## src/rtl/tlp_tx_arbiter_pkg.sv

```systemverilog
// Shared definitions for the TRN TX path: arbiter FSM state encoding, TLP
// format/type codes, and the round-robin distance helper.
// No ports (package).
package tlp_tx_arbiter_pkg;

  localparam int unsigned IDX_W = 3;  // width of requester index fields
  localparam int unsigned CNT_W = 5;  // width of the grant timeout counter

  // One-hot arbiter states.
  typedef enum logic [3:0] {
    StIdle  = 4'b0001,
    StGrant = 4'b0010,
    StBusy  = 4'b0100,
    StGap   = 4'b1000
  } tx_state_e;

  // TLP header fmt field.
  localparam logic [1:0] TLP_FMT_3DW_NODATA = 2'b00;
  localparam logic [1:0] TLP_FMT_4DW_NODATA = 2'b01;
  localparam logic [1:0] TLP_FMT_3DW_DATA   = 2'b10;
  localparam logic [1:0] TLP_FMT_4DW_DATA   = 2'b11;

  // TLP header type field.
  localparam logic [4:0] TLP_TYPE_MEM = 5'b00000;
  localparam logic [4:0] TLP_TYPE_IO  = 5'b00010;
  localparam logic [4:0] TLP_TYPE_CFG = 5'b00100;
  localparam logic [4:0] TLP_TYPE_CPL = 5'b01010;

  // Round-robin distance of cand after last (1..n); the smallest wins.
  function automatic int unsigned rr_dist(input int unsigned cand, input int unsigned last,
                                          input int unsigned n);
    return (cand > last) ? (cand - last) : (cand + n - last);
  endfunction

endpackage

```

## src/rtl/tlp_tx_arbiter_rr_pick.sv

```systemverilog
// Combinational round-robin picker (rr_pick).
// Ports:
//   i_req   - per-requester request vector
//   i_last  - index of the last served requester
//   o_idx   - first requesting index after i_last, wrapping NUM_REQ-1 -> 0
//   o_valid - at least one request is present
module tlp_tx_arbiter_rr_pick
  import tlp_tx_arbiter_pkg::*;
#(
  parameter int unsigned NUM_REQ = 4
) (
  input  logic [NUM_REQ-1:0] i_req,
  input  logic [IDX_W-1:0]   i_last,
  output logic [IDX_W-1:0]   o_idx,
  output logic               o_valid
);

  always_comb begin
    int unsigned best;
    o_idx   = '0;
    o_valid = 1'b0;
    best    = NUM_REQ + 1;
    for (int unsigned i = 0; i < NUM_REQ; i++) begin
      if (i_req[i] && (rr_dist(i, 32'(i_last), NUM_REQ) < best)) begin
        best    = rr_dist(i, 32'(i_last), NUM_REQ);
        o_idx   = IDX_W'(i);
        o_valid = 1'b1;
      end
    end
  end

endmodule

```

## src/rtl/tlp_tx_arbiter.sv

```systemverilog
// Round-robin arbiter handing the TRN TX interface to one of NUM_REQ
// requesters. A grant is held until the grantee takes over (driving_interface)
// or GRANT_TIMEOUT cycles pass; after release one dead GAP cycle is inserted.
// Ports:
//   trn_clk, reset       - clock, synchronous active-high reset
//   req_ep               - per-requester level request
//   driving_interface    - per-requester "owns TX interface" flag
//   my_turn              - registered one-hot grant
//   grant_idx            - index of current or last grantee
//   tx_busy              - high in GRANT or BUSY
//   timeout_err          - one-cycle pulse when a grant times out
//   overlap_err          - sticky: a non-grantee drove the interface
module tlp_tx_arbiter
  import tlp_tx_arbiter_pkg::*;
#(
  parameter int unsigned NUM_REQ       = 4,
  parameter int unsigned GRANT_TIMEOUT = 16
) (
  input  logic               trn_clk,
  input  logic               reset,
  input  logic [NUM_REQ-1:0] req_ep,
  input  logic [NUM_REQ-1:0] driving_interface,
  output logic [NUM_REQ-1:0] my_turn,
  output logic [IDX_W-1:0]   grant_idx,
  output logic               tx_busy,
  output logic               timeout_err,
  output logic               overlap_err
);

  tx_state_e          r_state,       w_state_nxt;
  logic [NUM_REQ-1:0] r_my_turn,     w_my_turn_nxt;
  logic [IDX_W-1:0]   r_grant_idx,   w_grant_idx_nxt;
  logic [IDX_W-1:0]   r_last_grant,  w_last_grant_nxt;
  logic [CNT_W-1:0]   r_cnt,         w_cnt_nxt;
  logic               r_timeout_err, w_timeout_err_nxt;
  logic               r_overlap_err, w_overlap_err_nxt;

  logic [IDX_W-1:0]   w_pick_idx;
  logic               w_pick_valid;
  logic [NUM_REQ-1:0] w_pick_onehot;
  logic [NUM_REQ-1:0] w_grant_mask;
  logic               w_grant_drv;
  logic               w_other_drv;

  tlp_tx_arbiter_rr_pick #(
    .NUM_REQ(NUM_REQ)
  ) u_rr_pick (
    .i_req  (req_ep),
    .i_last (r_last_grant),
    .o_idx  (w_pick_idx),
    .o_valid(w_pick_valid)
  );

  // Decode indices into masks with compares so no narrow-vector indexing by
  // a 3-bit index is needed for small NUM_REQ.
  always_comb begin
    w_pick_onehot = '0;
    w_grant_mask  = '0;
    for (int unsigned i = 0; i < NUM_REQ; i++) begin
      w_pick_onehot[i] = (w_pick_idx == IDX_W'(i));
      w_grant_mask[i]  = (r_grant_idx == IDX_W'(i));
    end
  end

  assign w_grant_drv = |(driving_interface & w_grant_mask);
  assign w_other_drv = |(driving_interface & ~w_grant_mask);

  always_comb begin
    w_state_nxt       = r_state;
    w_my_turn_nxt     = r_my_turn;
    w_grant_idx_nxt   = r_grant_idx;
    w_last_grant_nxt  = r_last_grant;
    w_cnt_nxt         = r_cnt;
    w_timeout_err_nxt = 1'b0;
    w_overlap_err_nxt = r_overlap_err;

    unique case (r_state)
      StIdle: begin
        w_my_turn_nxt = '0;
        if (|driving_interface) w_overlap_err_nxt = 1'b1;
        if (w_pick_valid) begin
          w_state_nxt     = StGrant;
          w_my_turn_nxt   = w_pick_onehot;
          w_grant_idx_nxt = w_pick_idx;
          w_cnt_nxt       = '0;
        end
      end
      StGrant: begin
        w_cnt_nxt = r_cnt + CNT_W'(1);
        if (w_other_drv) w_overlap_err_nxt = 1'b1;
        // Takeover wins over a timeout landing on the same cycle.
        if (w_grant_drv) begin
          w_state_nxt   = StBusy;
          w_my_turn_nxt = '0;
        end else if (r_cnt == CNT_W'(GRANT_TIMEOUT - 1)) begin
          w_state_nxt       = StIdle;
          w_my_turn_nxt     = '0;
          w_timeout_err_nxt = 1'b1;
          w_last_grant_nxt  = r_grant_idx;
        end
      end
      StBusy: begin
        w_my_turn_nxt = '0;
        if (w_other_drv) w_overlap_err_nxt = 1'b1;
        if (!w_grant_drv) begin
          w_state_nxt      = StGap;
          w_last_grant_nxt = r_grant_idx;
        end
      end
      StGap: begin
        // Bus turnaround: never grant here.
        w_my_turn_nxt = '0;
        w_state_nxt   = StIdle;
      end
      default: begin
        w_my_turn_nxt = '0;
        w_state_nxt   = StIdle;
      end
    endcase
  end

  always_ff @(posedge trn_clk) begin
    if (reset) begin
      r_state       <= StIdle;
      r_my_turn     <= '0;
      r_grant_idx   <= '0;
      r_last_grant  <= IDX_W'(NUM_REQ - 1);  // requester 0 wins first
      r_cnt         <= '0;
      r_timeout_err <= 1'b0;
      r_overlap_err <= 1'b0;
    end else begin
      r_state       <= w_state_nxt;
      r_my_turn     <= w_my_turn_nxt;
      r_grant_idx   <= w_grant_idx_nxt;
      r_last_grant  <= w_last_grant_nxt;
      r_cnt         <= w_cnt_nxt;
      r_timeout_err <= w_timeout_err_nxt;
      r_overlap_err <= w_overlap_err_nxt;
    end
  end

  assign my_turn     = r_my_turn;
  assign grant_idx   = r_grant_idx;
  assign tx_busy     = (r_state == StGrant) || (r_state == StBusy);
  assign timeout_err = r_timeout_err;
  assign overlap_err = r_overlap_err;

endmodule
```

## config.mk

```make
export PLATFORM = sky130hd
export DESIGN_NAME = tlp_tx_arbiter
export DESIGN_NICKNAME = d
export VERILOG_FILES = /design/src/rtl/tlp_tx_arbiter_pkg.sv /design/src/rtl/tlp_tx_arbiter_rr_pick.sv /design/src/rtl/tlp_tx_arbiter.sv
export SDC_FILE = /design/constraint.sdc
export NUM_CORES = 1
export LEC_CHECK = 0
export BUFFER_PORTS_ARGS = -buffer_cell sky130_fd_sc_hd__buf_4
export CAP_MARGIN = 20
export CORE_MARGIN = 2
export CORE_UTILIZATION = 45
export DETAILED_ROUTE_END_ITERATION = 12
export PLACE_DENSITY = 0.64
export SLEW_MARGIN = 25
export SYNTH_ARGS = -nofsm -noshare
export SYNTH_HDL_FRONTEND = slang
export SYNTH_SLANG_ARGS = --single-unit
```

## constraint.sdc

```tcl
create_clock -name trn_clk -period 4.8 [get_ports trn_clk]
set_input_delay 0.72 -clock trn_clk [delete_from_list [all_inputs] [get_ports trn_clk]]
set_output_delay 0.72 -clock trn_clk [all_outputs]
set_load 0.01 [all_outputs]
```

### Word-level counts from Yosys, hierarchy flattened

Cells that the tools add are included.

* add/sub/neg operators: 8
* $mul: 0
* div/mod/pow operators: 0
* $lt $le $gt $ge: 7
* equality and inequality tests: 17
* shifts and indexed selects: 0
* mux-type cells: 32
* bitwise operators: 4
* reductions and logical operators: 20

Operators with widths (count)
* $mux 32: 6
* $lt 32x32->1: 3
* $lt 32x3->1 const B: 1
* $mux 4: 7
* $sub 3x3->4 const A: 4
* $eq 3x2->1 const B: 4
* $pmux 4 s3: 1
* $reduce_or 4->1: 3
* $pmux 5 s2: 1
* $mux 3: 3
* $and 4x4->4: 2
* $mux 1: 8
* $ne 2x2->1 const B: 4
* $pmux 4 s2: 1
* $sub 2x3->4 const A: 2
* $eq 3x1->1 const B: 2
* $gt 2x3->1 const A: 2
* $logic_not 3->1: 2
* $pmux 3 s2: 1
* $reduce_and 3->1: 2
* $reduce_bool 2->1: 3
* $reduce_or 6->1: 1
* $add 5x1->5 const B: 1
* $eq 5x4->1 const B: 1
* other kinds (17): 23

* flip-flop bits (word level): 21
* latch bits: 0
* bits in writable memories: 0
* ROM bits: 0
* input bits: 10
* output and inout bits: 10
* memories: 0

### Logic depth before layout (Yosys ltp)

Gate-level depths: netlist of the first run.

* word-level depth: 16
* mapped depth: 19

### By module

A second synthesis of the first run with hierarchy kept.

* cell total of the unflattened synthesis: 180
* area, all modules: 1634.1 um2

Modules (own cells, without submodules)
* tlp_tx_arbiter: times used 1, cells an instance 108, area each 1039.7 um2
* tlp_tx_arbiter_rr_pick: times used 1, cells an instance 72, area each 594.3 um2

### Least setup slack after synthesis of the first run

Ideal clock, no wire load.

* kind: register to register
* from: register r_last_grant[1]
* to: register r_grant_idx[0] (netlist: grant_idx[0])
* setup time: 132 ps
* arrival: 3675 ps
* data required time: 4668 ps
* setup slack: 993 ps
* cell stages (with the launch flop): 20
* period minus slack after synthesis: 3807 ps
* cell sequence: dfxtp_1 > inv_1 > ha_1 > a21boi_2 > nand2_1 > and3_1 > a21oi_1 > ha_1 > a21oi_1 > nand3_1 > o21ai_0 > nor2_1 > a21oi_1 > ha_1 > nand3b_1 > and4b_1 > o21ai_0 > a31o_2 > nor4_1 > nor3_1

* cells in the longest elaborated chain, start to end: 14
* elaborated cells on any way between the ends: 32
* those cells by class: 7 x add/sub; 7 x order compare; 13 x mux; 5 x reduce/logical

RTL lines
* from (decl): RTL line tlp_tx_arbiter.sv:33 `logic [IDX_W-1:0] r_last_grant, w_last_grant_nxt;`
* from (signal assigned): RTL line tlp_tx_arbiter.sv:127 `r_last_grant <= IDX_W'(NUM_REQ - 1);`
* from (signal assigned): RTL line tlp_tx_arbiter.sv:135 `r_last_grant <= w_last_grant_nxt;`
* $sub 3x3->4: RTL line tlp_tx_arbiter_pkg.sv:32 `return (cand > last) ? (cand - last) : (cand + n - last);`
* $lt 32x3->1: RTL line tlp_tx_arbiter_rr_pick.sv:24 `if (i_req[i] && (rr_dist(i, 32'(i_last), NUM_REQ) < best)) begin`
* $logic_and 1x1->1: RTL line tlp_tx_arbiter_rr_pick.sv:24
* $mux 32: RTL line tlp_tx_arbiter_rr_pick.sv:24
* $lt 32x32->1: RTL line tlp_tx_arbiter_rr_pick.sv:24
* $logic_and 1x1->1: RTL line tlp_tx_arbiter_rr_pick.sv:24
* $mux 32: RTL line tlp_tx_arbiter_rr_pick.sv:24
* $lt 32x32->1: RTL line tlp_tx_arbiter_rr_pick.sv:24
* $logic_and 1x1->1: RTL line tlp_tx_arbiter_rr_pick.sv:24
* $mux 32: RTL line tlp_tx_arbiter_rr_pick.sv:24
* $lt 32x32->1: RTL line tlp_tx_arbiter_rr_pick.sv:24
* $logic_and 1x1->1: RTL line tlp_tx_arbiter_rr_pick.sv:24
* $mux 1: RTL line tlp_tx_arbiter_rr_pick.sv:24
* $reduce_and 2->1 (no line)
* to (signal assigned): RTL line tlp_tx_arbiter.sv:134 `r_grant_idx <= w_grant_idx_nxt;`
* to (decl): RTL line tlp_tx_arbiter.sv:32 `logic [IDX_W-1:0] r_grant_idx, w_grant_idx_nxt;`

Parallel ways exist; a longest one is shown, timed or not.
A chain may end at the register's enable or synchronous reset.

### Final worst setup path of the first run

Ends and elaborated chain as after synthesis.

==> flow_summary.json, run 1 <==
{
  "status": "finished clean",
  "cts_buffers": 3,
  "cts_root_buf": "clkbuf_4",
  "cpMostUsedCell": "ha_1",
  "grt_max_degree": 18,
  "layout-drive-gt1-share_pct": 18.6,
  "drt_drc_violations_left": 0,
  "coreArea_mm2": 0.00271,
  "area_growth_pct": 14.7,
  "peakVddDrop_uv": 244,
  "cp-start-kind": "flop",
  "avgSynthCellArea_um2": 8.56,
  "critPathArrivalTime_ns": 4.52,
  "fillers": 254,
  "grt_pass1_wl_um": 4760,
  "path_cells": "inv_1 -> ha_1 -> a21boi_2 -> nand2_1 -> and3_1 -> a21oi_1 -> ha_1 -> a21oi_1 -> nand3_1 -> o21a_1 -> mux2_2 -> ha_1 -> nand3b_1 -> and4b_1 -> o21ai_0 -> a31o_2 -> nor4_1 -> nor3_1",
  "cp_slowest_cell": "dfxtp_1",
  "htreeDepth": 1,
  "place_hpwl_um": 2180,
  "antenna_left": 0,
  "synthesis.area_mm2": 0.00127,
  "nNetsFinal": 193,
  "fmax_ghz": 0.231,
  "cp-end-kind": "flop",
  "routed_wl_um": 2780,
  "grt_pass1_vias": 1049,
  "first_pass_iters": 4,
  "antenna_found_initial": 0,
  "antenna_cells": 0,
  "min_period_ns": 4.32,
  "synth_warnings": 0,
  "initial_utilization_pct": 46.7,
  "die_y_um": 57.0,
  "vias_per_cell": 5.82,
  "cts_hold_buf": 0,
  "die_w_um": 57.0,
  "setup_viol": 0,
  "synth_top_cell_by_area": "dfxtp_1",
  "yosys-top-cells-area": "dfxtp_1, ha_1, a21oi_1",
  "worst_pin_slew_ns": 0.664,
  "synth-seq-cells": 19,
  "multi_input_area_um2": 848,
  "synth_edf_count": 0,
  "drt-wirelength-per-cell_um": 14.0,
  "drtIter0Drc": 40,
  "gp_congestion": 0.785,
  "synth_cell_type_count": 45,
  "report.final.slew_viol_count": 0,
  "fin_tns_setup_ns": 0,
  "hold-worst-slack_ns": 0.500,
  "cts_tree": "yes",
  "postSynth.asyncResetShare_pct": 0,
  "rsz0062_at_grt": "no",
  "hold_violations": 0,
  "final.period_utilization_pct": 90.1,
  "crit_type": "flop to flop",
  "area.sequential_um2": 380,
  "track_usage_pct": 18.6,
  "cts_buffer_depth": 2,
  "insertion_delay_ns": 0.30,
  "ioPinCount": 20,
  "num_vias": 1152,
  "synthCells": 148,
  "cp.required_ns": 5.00,
  "synthFlopType": "dfxtp_1",
  "synthTopCellsByCount": "dfxtp_1, ha_1, nor2_1",
  "cts_sinks": 19,
  "p_total_uw": 370,
  "hold_path_class": "flop to flop",
  "finClkSkew_ns": 0.00112,
  "worst-path-buf-inv": 1,
  "ys_seq_area_share_pct": 30.0,
  "dieArea_mm2": 0.00325,
  "cpLargestDelayFamily": "compound AO/OA/AOI/OAI gates",
  "maxCapViolations": 0,
  "dpl_cell_area_mm2": 0.00143,
  "synth_top_area_share_pct": 30.0,
  "portBuffers": 18,
  "final_area_mm2": 0.00145,
  "slew_headroom_pct": 55.1,
  "num_rows": 19,
  "grt_overflow": 0,
  "crit_fanout": 8,
  "leakagePower_uw": 0.000617,
  "clk_pin_slew_ns": 0.11,
  "synth.most_common_cell": "dfxtp_1",
  "worst_path_largest_cell_delay_ns": 0.51,
  "powerDensity_mw_per_mm2": 255
}
## registers in the layout, indices dropped and copies added (netlist names)
signal,count
grant_idx,2
my_turn,4
overlap_err,1
r_state,4
r_cnt,5
timeout_err,1
r_last_grant,2
## what timing repair did
action | in CTS | in global routing
setup endpoints to repair | 0 | 1
resized for setup | 0 | 1
buffers inserted | 0 | 0
## metrics by stage
step	setup WS (ns)	util [%]	cells
finish	0.476	53.6	198
global route	0.154	53.6	198
CTS	0.421	53.6	198
detailed placement	0.435	52.6	194
global placement	0.621	52.6	194
floorplan	0.993	-	149
## path summary, 6_finish.rpt
| check | from | endpoint | slack (ns) | cells past startpoint |
|---|---|---|---|---|
| max | r_last_grant[1] | grant_idx[0] | 0.48 | 18 |
| min | r_cnt[1] | r_cnt[1] | 0.50 | 2 |
| min reg2reg | r_cnt[1] | r_cnt[1] | 0.50 | 2 |
| max reg2reg | r_last_grant[1] | grant_idx[0] | 0.48 | 18 |
## cells in the final DEF, fill, tap and decap left out, types with 2 or more instances in the layout
cell      instances
dfxtp_1          19
buf_4            18
ha_1             15
nor2_1           14
nand2_1          13
a21oi_1          12
inv_1             6
nand3_1           6
nor3_1            6
nand2b_1          5
and3_1            5
o21ai_0           4
conb_1            3
clkbuf_4          3
nor2b_1           2
nand3b_1          2
a32oi_1           2
a22oi_1           2
o211ai_1          2
a31oi_1           2
## worst register-to-register path: stages (launching register included)
cell and delay (ns):
dfxtp_1 0.51, inv_1 0.17, ha_1 0.23, a21boi_2 0.25, nand2_1 0.14, and3_1 0.20, a21oi_1 0.17, ha_1 0.27
a21oi_1 0.15, nand3_1 0.11, o21a_1 0.24, mux2_2 0.29, ha_1 0.29, nand3b_1 0.10, and4b_1 0.24, o21ai_0 0.18
a31o_2 0.34, nor4_1 0.28, nor3_1 0.08
## where the power goes
| group | switching (uW) | leakage (uW) | internal (uW) |
|---|---|---|---|
| clock network | 52.3 | 0.0000177 | 31.1 |
| registers | 14.5 | 0.000155 | 169 |
| logic | 56.5 | 0.000444 | 47.0 |
| total | 123 | 0.000617 | 247 |
## kinds of logic after synthesis
family	share of synthesized area (%)
XOR/XNOR	0.692
AND/OR/NAND/NOR	28.2
AO/OA/AOI/OAI	19.0
multiplexers	3.46
adder cells (fa/ha/maj)	14.8
buffers and inverters	3.26
other	0.593
flip-flops	30.0
## metal layers
layer / part of all wire (%) / vias to the layer above / global-route usage (%) / wire length (um)
met5: 0 / - / 0 / 0
met4: 0.54 / 0 / 4.32 / 15
li1: - / 566 / - / -
met2: 45 / 44 / 29.7 / 1240
met3: 7.1 / 2 / 4.99 / 198
met1: 48 / 540 / 25.2 / 1320
## cell type report
cell class | count | area share [%]
Sequential cell | 19 | 26.2
Clock inverter | 1 | 0.345
Timing Repair Buffer | 18 | 9.30
Clock buffer | 3 | 1.55
Inverter | 6 | 1.55
Tap cell | 31 | 2.67
Multi-Input combinational cell | 120 | 58.4
(Power assumes the default switching activity.)
==> inputs of run 2 (changes only) <==
--- a/config.mk
+++ b/config.mk
@@ -7,7 +7,7 @@
 export LEC_CHECK = 0
 export BUFFER_PORTS_ARGS = -buffer_cell sky130_fd_sc_hd__buf_4
 export CAP_MARGIN = 20
-export CORE_MARGIN = 2
+export CORE_MARGIN = 3
 export CORE_UTILIZATION = 45
 export DETAILED_ROUTE_END_ITERATION = 12
 export PLACE_DENSITY = 0.64
==> constraint.sdc (replaced) <==
create_clock -name trn_clk -period 4.3 [get_ports trn_clk]
set_input_delay 0.645 -clock trn_clk [delete_from_list [all_inputs] [get_ports trn_clk]]
set_output_delay 0.645 -clock trn_clk [all_outputs]
set_load 0.01 [all_outputs]
==> flow_summary.json, run 2 (synthesized netlist as in run 1, its figures left out) <==
{
  "area_growth_pct": 17.8,
  "final.period_utilization_pct": 91.8,
  "nNetsFinal": 198,
  "grt_overflow": 0,
  "crit_type": "flop to flop",
  "peakVddDrop_uv": 244,
  "cts_sinks": 19,
  "first_pass_iters": 4,
  "antenna_left": 0,
  "num_vias": 1153,
  "num_rows": 18,
  "worst-path-buf-inv": 1,
  "initial_utilization_pct": 49.3,
  "hold-worst-slack_ns": 0.503,
  "ioPinCount": 20,
  "cp-start-kind": "flop",
  "top_register": "r_cnt",
  "cp-end-kind": "flop",
  "r2r_cells": 18,
  "cts_buffer_depth": 2,
  "place_hpwl_um": 2220,
  "status": "finished clean",
  "cts_tree": "yes",
  "rr_startpoint": "r_last_grant[0]",
  "insertion_delay_ns": 0.31,
  "powerDensity_mw_per_mm2": 281,
  "cpLargestDelayFamily": "compound AO/OA/AOI/OAI gates",
  "fmax_ghz": 0.253,
  "cts_root_buf": "clkbuf_4",
  "routed_wl_um": 2850,
  "grt_max_degree": 18,
  "report.final.slew_viol_count": 0,
  "track_usage_pct": 17.6,
  "drt_drc_violations_left": 0,
  "mostFrequentLayoutCells": "buf_4, dfxtp_1, ha_1, nor2_1, nand2_1",
  "cpMostUsedCell": "ha_1",
  "worst_pin_slew_ns": 0.728,
  "maxCapViolations": 0,
  "cts_buffers": 3,
  "rsz0062_at_grt": "no",
  "r2r-end": "grant_idx[0]",
  "drtIter0Drc": 64,
  "vias_per_cell": 5.71,
  "path_cells": "inv_1 -> ha_1 -> a21boi_2 -> nand2_1 -> and3_1 -> a21oi_1 -> ha_1 -> a21oi_1 -> nand3_1 -> o21a_1 -> mux2_2 -> ha_1 -> nand3b_1 -> and4b_1 -> o21ai_1 -> a31o_2 -> nor4_1 -> nor3_1",
  "p_total_uw": 418,
  "portBuffers": 18,
  "antenna_found_initial": 0,
  "grt_pass1_wl_um": 4750,
  "layout-drive-gt1-share_pct": 20.9,
  "critPathArrivalTime_ns": 4.15,
  "worst_path_largest_cell_delay_ns": 0.34,
  "leakagePower_uw": 0.000637,
  "clk_pin_slew_ns": 0.12,
  "gp_congestion": 0.889,
  "die_w_um": 59.0,
  "hp-start": "r_cnt[1]",
  "min_path_cells": 2,
  "min_period_ns": 3.95,
  "rrSetupSlack_ns": 0.35,
  "cp.required_ns": 4.50,
  "use_met1_pct": 25.3,
  "antenna_cells": 0,
  "grtUsageMet2_pct": 27.3,
  "met3_usage_pct": 4.36,
  "cp_slowest_cell": "dfxtp_1",
  "hold_violations": 0,
  "fin_tns_setup_ns": 0,
  "final_common_cell": "buf_4",
  "fin_cells": 202,
  "slew_headroom_pct": 50.8,
  "crit_fanout": 8,
  "busiest_layer": "met2",
  "setup_viol": 0,
  "dp_cells": 197,
  "drt-wirelength-per-cell_um": 14.1,
  "grt_pass1_vias": 1067,
  "die_y_um": 59.0,
  "hold_path_class": "flop to flop",
  "cts_hold_buf": 0,
  "largest_reg_flops": 5,
  "finClkSkew_ns": 0.00370,
  "htreeDepth": 1,
  "coreArea_mm2": 0.00257,
  "utilization_pct": 58.1,
  "holdPathEnd": "r_cnt[1]",
  "dieArea_mm2": 0.00349
}
[run 2: cell count changes in the layout (fill, tap and decap cells not counted)]
cell	before	now
clkinvlp_4	0	1
buf_4	18	23
clkinv_2	1	0
[run 2: through the flow]
stage,setup slack (ns),area (um^2)
detailed placement,0.211,1450
global placement,0.305,1450
finish,0.351,1490
CTS,0.278,1480
global route,0.00627,1490
floorplan,0.493,1270
[run 2: layer usage]
| metal | up-vias | wire (um) | part of all wire (%) |
|---|---|---|---|
| met5 | - | 0 | 0 |
| met4 | 0 | 8 | 0.28 |
| met3 | 2 | 182 | 6.4 |
| met2 | 37 | 1240 | 44 |
| met1 | 535 | 1420 | 50 |
| li1 | 579 | - | - |
[run 2: how the worst max path moves through the flow]
stage,endpoint,start,slack [ns],depth (start not counted)
after floorplan,grant_idx[0],r_last_grant[1],0.49,19
after CTS,grant_idx[0],r_last_grant[0],0.28,18
after detailed placement,grant_idx[0],req_ep[1],0.21,17
after global routing,grant_idx[0],r_last_grant[0],0.006,18
after global placement,grant_idx[0],req_ep[1],0.30,18
final,grant_idx[0],r_last_grant[0],0.35,18
[run 2: cell type report]
class                      instances  area (um^2)
inverter                           6         22.5
timing repair buffer              23          173
fill                             256         1080
multi-input combinational        120          848
tap                               30         37.5
clock inverter                     1         7.51
sequential                        19          380
clock buffer                       3         22.5
[run 2: power by group]
group | leakage, uW | switching [uW] | internal [uW]
Combinational | 0.000468 | 64.0 | 54.4
Sequential | 0.000155 | 15.5 | 188
Clock | 0.0000139 | 60.8 | 35.5
Total | 0.000637 | 140 | 278
[run 2: worst reg2reg max path, delay by kind of cell (launching register included)]
kind                       cells  cell delay (ns)
buffers and inverters          1             0.10
AOI/OAI and AO/OA              6             1.21
adders and majority gates      3             0.79
DFF                            1             0.34
and+or+nand+nor                7             1.10
muxes                          1             0.30
[run 2: what timing repair did]
| item | 4_1_cts | 5_1_grt |
|---|---|---|
| resized for setup | 0 | 1 |
| buffers inserted | 0 | 1 |
| setup endpoints to repair | 0 | 3 |
